$ cat src/rtl/clk_ratio_ctrl.sv
// rtl/clk_ratio_ctrl.sv - runtime-programmable fast-to-slow clock divider controller
// Ratio changes are sequenced glitch-free: drain high phase, quiet low, reload, restart.
module clk_ratio_ctrl #(
   parameter int CNT_W        = 8,
   parameter int DEFAULT_DIV  = 4,
   parameter int QUIET_CYCLES = 2
) (
   input  logic             clk,
   input  logic             reset,
   input  logic             cfg_valid,
   input  logic [CNT_W-1:0] cfg_div,
   output logic             cfg_ready,
   output logic             cfg_done,
   output logic             cfg_err,
   output logic             slow_clk,
   output logic             rise_pre,
   output logic             fall_pre,
   output logic [CNT_W-1:0] div_cur,
   output logic             busy
);

   localparam int HOLD_W = (QUIET_CYCLES > 1) ? $clog2(QUIET_CYCLES) : 1;
   localparam logic [CNT_W-1:0]  DEF_DIV   = CNT_W'(DEFAULT_DIV);
   localparam logic [CNT_W-1:0]  DEF_HALF  = CNT_W'(DEFAULT_DIV / 2 - 1);
   localparam logic [HOLD_W-1:0] HOLD_INIT = HOLD_W'(QUIET_CYCLES - 1);

   typedef enum logic [2:0] {INIT, RUN, DRAIN, HOLD, RELOAD} state_t;

   state_t            state;
   logic [CNT_W-1:0]  half_cnt;
   logic [CNT_W-1:0]  div_new;
   logic [HOLD_W-1:0] hold_cnt;

   logic             toggle;
   logic             counting;
   logic             cfg_ok;
   logic [CNT_W-1:0] half_reload;
   logic [CNT_W-1:0] half_new;

   assign toggle      = (half_cnt == '0);
   assign counting    = (state == RUN) || (state == DRAIN);
   assign cfg_ok      = !cfg_div[0] && (cfg_div != '0);
   assign half_reload = {1'b0, div_cur[CNT_W-1:1]} - CNT_W'(1);
   assign half_new    = {1'b0, div_new[CNT_W-1:1]} - CNT_W'(1);

   assign cfg_ready = (state == RUN);
   assign busy      = (state == DRAIN) || (state == HOLD) || (state == RELOAD);
   assign rise_pre  = counting && toggle && !slow_clk;
   assign fall_pre  = counting && toggle && slow_clk;

   always_ff @(posedge clk or negedge reset) begin
      if (!reset) begin
         state    <= INIT;
         slow_clk <= 1'b0;
         half_cnt <= DEF_HALF;
         div_cur  <= DEF_DIV;
         div_new  <= DEF_DIV;
         hold_cnt <= HOLD_INIT;
         cfg_done <= 1'b0;
         cfg_err  <= 1'b0;
      end else begin
         cfg_done <= 1'b0;
         cfg_err  <= 1'b0;
         case (state)
            INIT: state <= RUN;
            RUN: begin
               if (toggle) begin
                  slow_clk <= !slow_clk;
                  half_cnt <= half_reload;
               end else begin
                  half_cnt <= half_cnt - CNT_W'(1);
               end
               if (cfg_valid) begin
                  if (!cfg_ok) begin
                     cfg_err <= 1'b1;
                  end else begin
                     div_new <= cfg_div;
                     // A high phase in progress (or starting now) must finish first
                     if (slow_clk || toggle) begin
                        state <= DRAIN;
                     end else begin
                        state    <= HOLD;
                        hold_cnt <= HOLD_INIT;
                     end
                  end
               end
            end
            DRAIN: begin
               if (toggle) begin
                  slow_clk <= !slow_clk;
                  half_cnt <= half_reload;
                  if (slow_clk) begin
                     state    <= HOLD;
                     hold_cnt <= HOLD_INIT;
                  end
               end else begin
                  half_cnt <= half_cnt - CNT_W'(1);
               end
            end
            HOLD: begin
               if (hold_cnt == '0) state <= RELOAD;
               else                hold_cnt <= hold_cnt - HOLD_W'(1);
            end
            RELOAD: begin
               div_cur  <= div_new;
               half_cnt <= half_new;
               cfg_done <= 1'b1;
               state    <= RUN;
            end
            default: state <= INIT;
         endcase
      end
   end

endmodule

$ cat config.mk
export PLATFORM = sky130hd
export DESIGN_NAME = clk_ratio_ctrl
export DESIGN_NICKNAME = d
export VERILOG_FILES = /design/src/rtl/clk_ratio_ctrl.sv
export SDC_FILE = /design/constraint.sdc
export NUM_CORES = 1
export LEC_CHECK = 0
export BUFFER_PORTS_ARGS = -buffer_cell sky130_fd_sc_hd__buf_2
export CORE_UTILIZATION = 50
export DETAILED_ROUTE_END_ITERATION = 16
export PLACE_DENSITY = 0.69
export SYNTH_ARGS = -nofsm -noshare
export SYNTH_HDL_FRONTEND = slang
export SYNTH_SLANG_ARGS = --single-unit
$ cat constraint.sdc
create_clock -name clk -period 3 [get_ports clk]
set_input_delay 0.75 -clock clk [delete_from_list [all_inputs] [get_ports clk]]
set_output_delay 0.75 -clock clk [all_outputs]
set_load 0.02 [all_outputs]
==> implementation parameters <==
Parameter                              Value

Outcome
  Status ... completed

Yosys
  Leading cell types by total area after synthesis ... sky130_fd_sc_hd__dfrtp_1 (42%), sky130_fd_sc_hd__nand2_1 (9.4%), sky130_fd_sc_hd__dfstp_2 (6.6%)
  FF+latch count, synth ... 31
  Number of enable-type register cells in the synthesized netlist ... 0
  Async SR Flop Fraction ... 100.0%
  Count of cell types in the netlist ... 39
  Most frequent cell after synthesis ... sky130_fd_sc_hd__nand2_1
  Synth warnings ... 0
  Most frequent cells after synthesis ... sky130_fd_sc_hd__nand2_1 (40), sky130_fd_sc_hd__dfrtp_1 (27), sky130_fd_sc_hd__nor2_1 (12), sky130_fd_sc_hd__a21oi_1 (8), sky130_fd_sc_hd__mux2_2 (8)
  Post-synthesis sequential area ratio ... 48.75%
  Most used flip-flop cell after synthesis ... sky130_fd_sc_hd__dfrtp_1
  Area share of the leading cell type in the synthesized netlist ... 42.19%
  Number of instances in the synthesized netlist ... 169
  Synthesized area ... 1602 sq um
  Library cell occupying the most area in the post-synthesis netlist ... sky130_fd_sc_hd__dfrtp_1
  Synthesized netlist net count ... 181
  Avg Inst Size Synth ... 9.477 sq um

Clock tree
  Clock buffer count from CTS ... 5
  Root cell of the clock tree ... sky130_fd_sc_hd__clkbuf_4
  Clk pin slew, worst setup/hold paths ... 0.10 ns
  Setup Buffers After CTS ... 0
  H-Tree Level Count ... 2
  Count of clock tree sinks ... 31
  Clock tree from TritonCTS ... yes
  Clock buffer depth ... 2
  Worst-skew pair later-pin latency ... 0.33 ns

Critical path
  Worst flop-to-flop path startpoint ... state[1]
  Reg2Reg Setup Slack ... 0.60 ns
  Startpoint types ... flip-flop
  Reg-to-reg endpoint ... half_cnt[7]
  Cell family with most CP delay ... simple AND/OR/NAND/NOR gates
  Required time reported for the critical path endpoint ... 2.25 ns
  Highest fanout seen on the critical path ... 5
  Endpoint class of the critical path ... output pin
  Critical path buffer and inverter count ... 1
  Crit path kind ... reg2out
  Largest stage delay on the critical path ... 0.44 ns
  Worst reg-to-reg path cell count ... 7
  Data arrival at the endpoint of the critical path ... 1.97 ns
  CP Cell Sequence ... nor4_4 -> nand2_1 -> nor3_1 -> and2_1 -> buf_2
  Critical path's slowest cell ... sky130_fd_sc_hd__dfrtp_1

Die
  Overall die area ... 3433 sq um
  Die height ... 58.60 um
  Core Rows ... 20
  Starting Density ... 52.46%
  Width of the chip ... 58.60 um
  Number of top-level design ports ... 26
  Core box area ... 3053 sq um

Placement
  Inst Count DP ... 233
  Weighted congestion at the end of routability-driven global placement ... 0.8637
  Port Buf Inserts ... 25
  Post-Place Setup Slack ... 0.5433 ns
  DPL Wire Length ... 2457 um

Routing
  Routed WL per cell ... 13.81 um
  Via count ... 1,297
  Detailed router's first-iteration violation count ... 76
  Count of antenna-violating nets left after detailed routing ... 0
  Wire length after detailed routing ... 3329 um
  Drt via density ... 5.382
  TritonRoute pass-1 iters ... 4
  Detailed-route DRC error count ... 0

Timing
  RSZ-0062 raised after global routing ... no
  Final hold violations ... 0
  Period minus WS final ... 2.719 ns
  Pins over their slew limit ... 0
  Fraction of the cycle the final worst path needs ... 90.64%
  Final setup slack of the worst path ... 0.2809 ns
  Final TNS setup ... 0 ns
  Setup violation total in the final timing report ... 0
  Worst-case headroom to the max-slew limit ... 56.05%
  Least-Margin Pin Slew ... 0.6592 ns
  Fmax achieved ... 0.3678 GHz
  Max Clock Skew ... 0.004424 ns

Flow run
  Max Cap Violations ... 0

Global routing
  Number of antenna violations at the first check in global routing ... 0
  Overall Global Routing Usage ... 22.86%
  Largest net degree at the start of global routing ... 32
  Residual overflow from global routing ... 0
  First-pass GRT wire length ... 5678 um
  Number of global-route vias before repair ... 1,252

Layout
  Number of fill cells ... 275
  Number of nets at the end of the flow ... 208
  Antenna diodes ... 0
  Share of post-route cells with drive strength above 1 ... 26.90%
  Finished Layout Cells ... 241
  Area growth syn-to-layout ... 15.94%

Min path
  Class of the tightest hold or removal check ... in2async

Power
  Total power of the final layout ... 2089 uW
  P per Cell Area ... 1125 nW/um^2
  Standby leakage power ... 0.0008418 uW
  VDD IR max ... 0.0005567 V
-- cell type report --
| type | count | area [sq um] | area share (%) |
|---|---|---|---|
| Clock buffer | 6 | 51.30 | 2.763 |
| Clock inverter | 2 | 35.03 | 1.887 |
| Inverter | 2 | 7.507 | 0.4043 |
| Multi-Input combinational cell | 128 | 779.5 | 41.98 |
| Sequential cell | 31 | 780.7 | 42.05 |
| Tap cell | 44 | 55.05 | 2.965 |
| Timing Repair Buffer | 28 | 147.6 | 7.952 |
-- logic make-up after synthesis --
kind of cell | after synthesis | share of synthesized area (%)
AND/OR/NAND/NOR | 75 | 23.28
AO/OA/AOI/OAI | 36 | 14.06
flip-flops | 31 | 48.75
buffers and inverters | 10 | 3.125
XOR/XNOR | 8 | 4.375
multiplexers | 8 | 5.625
adder cells (fa/ha/maj) | 1 | 0.7811
-- stage by stage --
| stage | area (sq um) | util, % | hold WS (ns) |
|---|---|---|---|
| floorplan | 1602 | - | 0.4309 |
| CTS | 1848 | 60.53 | 0.4678 |
| detailed placement | 1762 | 57.70 | 0.4606 |
| global route | 1857 | 60.82 | 0.4853 |
| finish | 1857 | 60.82 | 0.4403 |
| global placement | 1762 | 57.70 | 0.4530 |
-- metal layers --
| metal | part of all wire, % | GRT usage [%] | routed length (um) | vias up |
|---|---|---|---|---|
| li1 | - | - | - | 644 |
| met1 | 45 | 30.17 | 1504 | 597 |
| met5 | 0 | 0 | 0 | - |
| met3 | 6.3 | 7.912 | 209 | 6 |
| met2 | 47 | 33.50 | 1563 | 50 |
| met4 | 1.6 | 11.56 | 53 | 0 |
-- registers in the layout, indices dropped and copies added (netlist names) --
register	flops
half_cnt	8
cfg_done	1
hold_cnt	1
div_new	8
slow_clk	1
cfg_err	1
state	3
div_cur	8
-- report_power, final --
group	leakage, uW	switching, uW	internal (uW)
clock network	0.0000482	140	197
registers	0.000379	220	614
logic	0.000414	521	397
-- worst reg2reg max path, cell delays in order, from the launching register on --
cell                      delay [ns]
sky130_fd_sc_hd__dfrtp_1        0.57
sky130_fd_sc_hd__or3b_1         0.41
sky130_fd_sc_hd__inv_2          0.19
sky130_fd_sc_hd__or3_1          0.36
sky130_fd_sc_hd__o32a_1         0.19
sky130_fd_sc_hd__nor3_2         0.23
sky130_fd_sc_hd__nor4b_4        0.23
sky130_fd_sc_hd__xnor2_1        0.14
-- worst max-delay path by stage --
stage | start | endpoint | slack [ns] | depth (start not counted)
floorplan | half_cnt[1] | rise_pre | 0.59 | 3
global placement | half_cnt[2] | fall_pre | 0.63 | 5
detailed placement | half_cnt[3] | fall_pre | 0.54 | 5
CTS | half_cnt[3] | fall_pre | 0.17 | 5
global route | half_cnt[1] | fall_pre | 0.10 | 6
finish | half_cnt[3] | fall_pre | 0.28 | 5
-- timing repair --
action | in CTS | in global routing
hold buffers | 0 | 0
resized for setup | 0 | 1
endpoints found under the setup margin | 0 | 1
-- cell usage in the layout, fill, tap and decap left out, types with 2 or more instances in the layout --
master / netlist / layout
sky130_fd_sc_hd__mux2_2: 8 / 8
sky130_fd_sc_hd__clkbuf_4: 0 / 5
sky130_fd_sc_hd__nand2_1: 40 / 40
sky130_fd_sc_hd__nor2b_1: 2 / 2
sky130_fd_sc_hd__nor3_2: 2 / 2
sky130_fd_sc_hd__buf_2: 4 / 25
sky130_fd_sc_hd__xnor2_1: 4 / 4
sky130_fd_sc_hd__o211ai_1: 5 / 5
sky130_fd_sc_hd__nor2_1: 12 / 12
sky130_fd_sc_hd__o21ai_1: 5 / 5
sky130_fd_sc_hd__a31oi_1: 3 / 3
sky130_fd_sc_hd__a21oi_1: 8 / 8
sky130_fd_sc_hd__buf_4: 0 / 3
sky130_fd_sc_hd__nor3_1: 5 / 5
sky130_fd_sc_hd__o21a_1: 2 / 2
sky130_fd_sc_hd__and2_1: 3 / 3
sky130_fd_sc_hd__dfstp_2: 4 / 4
sky130_fd_sc_hd__xor2_1: 4 / 4
sky130_fd_sc_hd__dfrtp_1: 27 / 27
sky130_fd_sc_hd__nor4_1: 3 / 3
sky130_fd_sc_hd__o21ai_0: 6 / 6
Note: power is estimated with default switching activity, not from simulation.
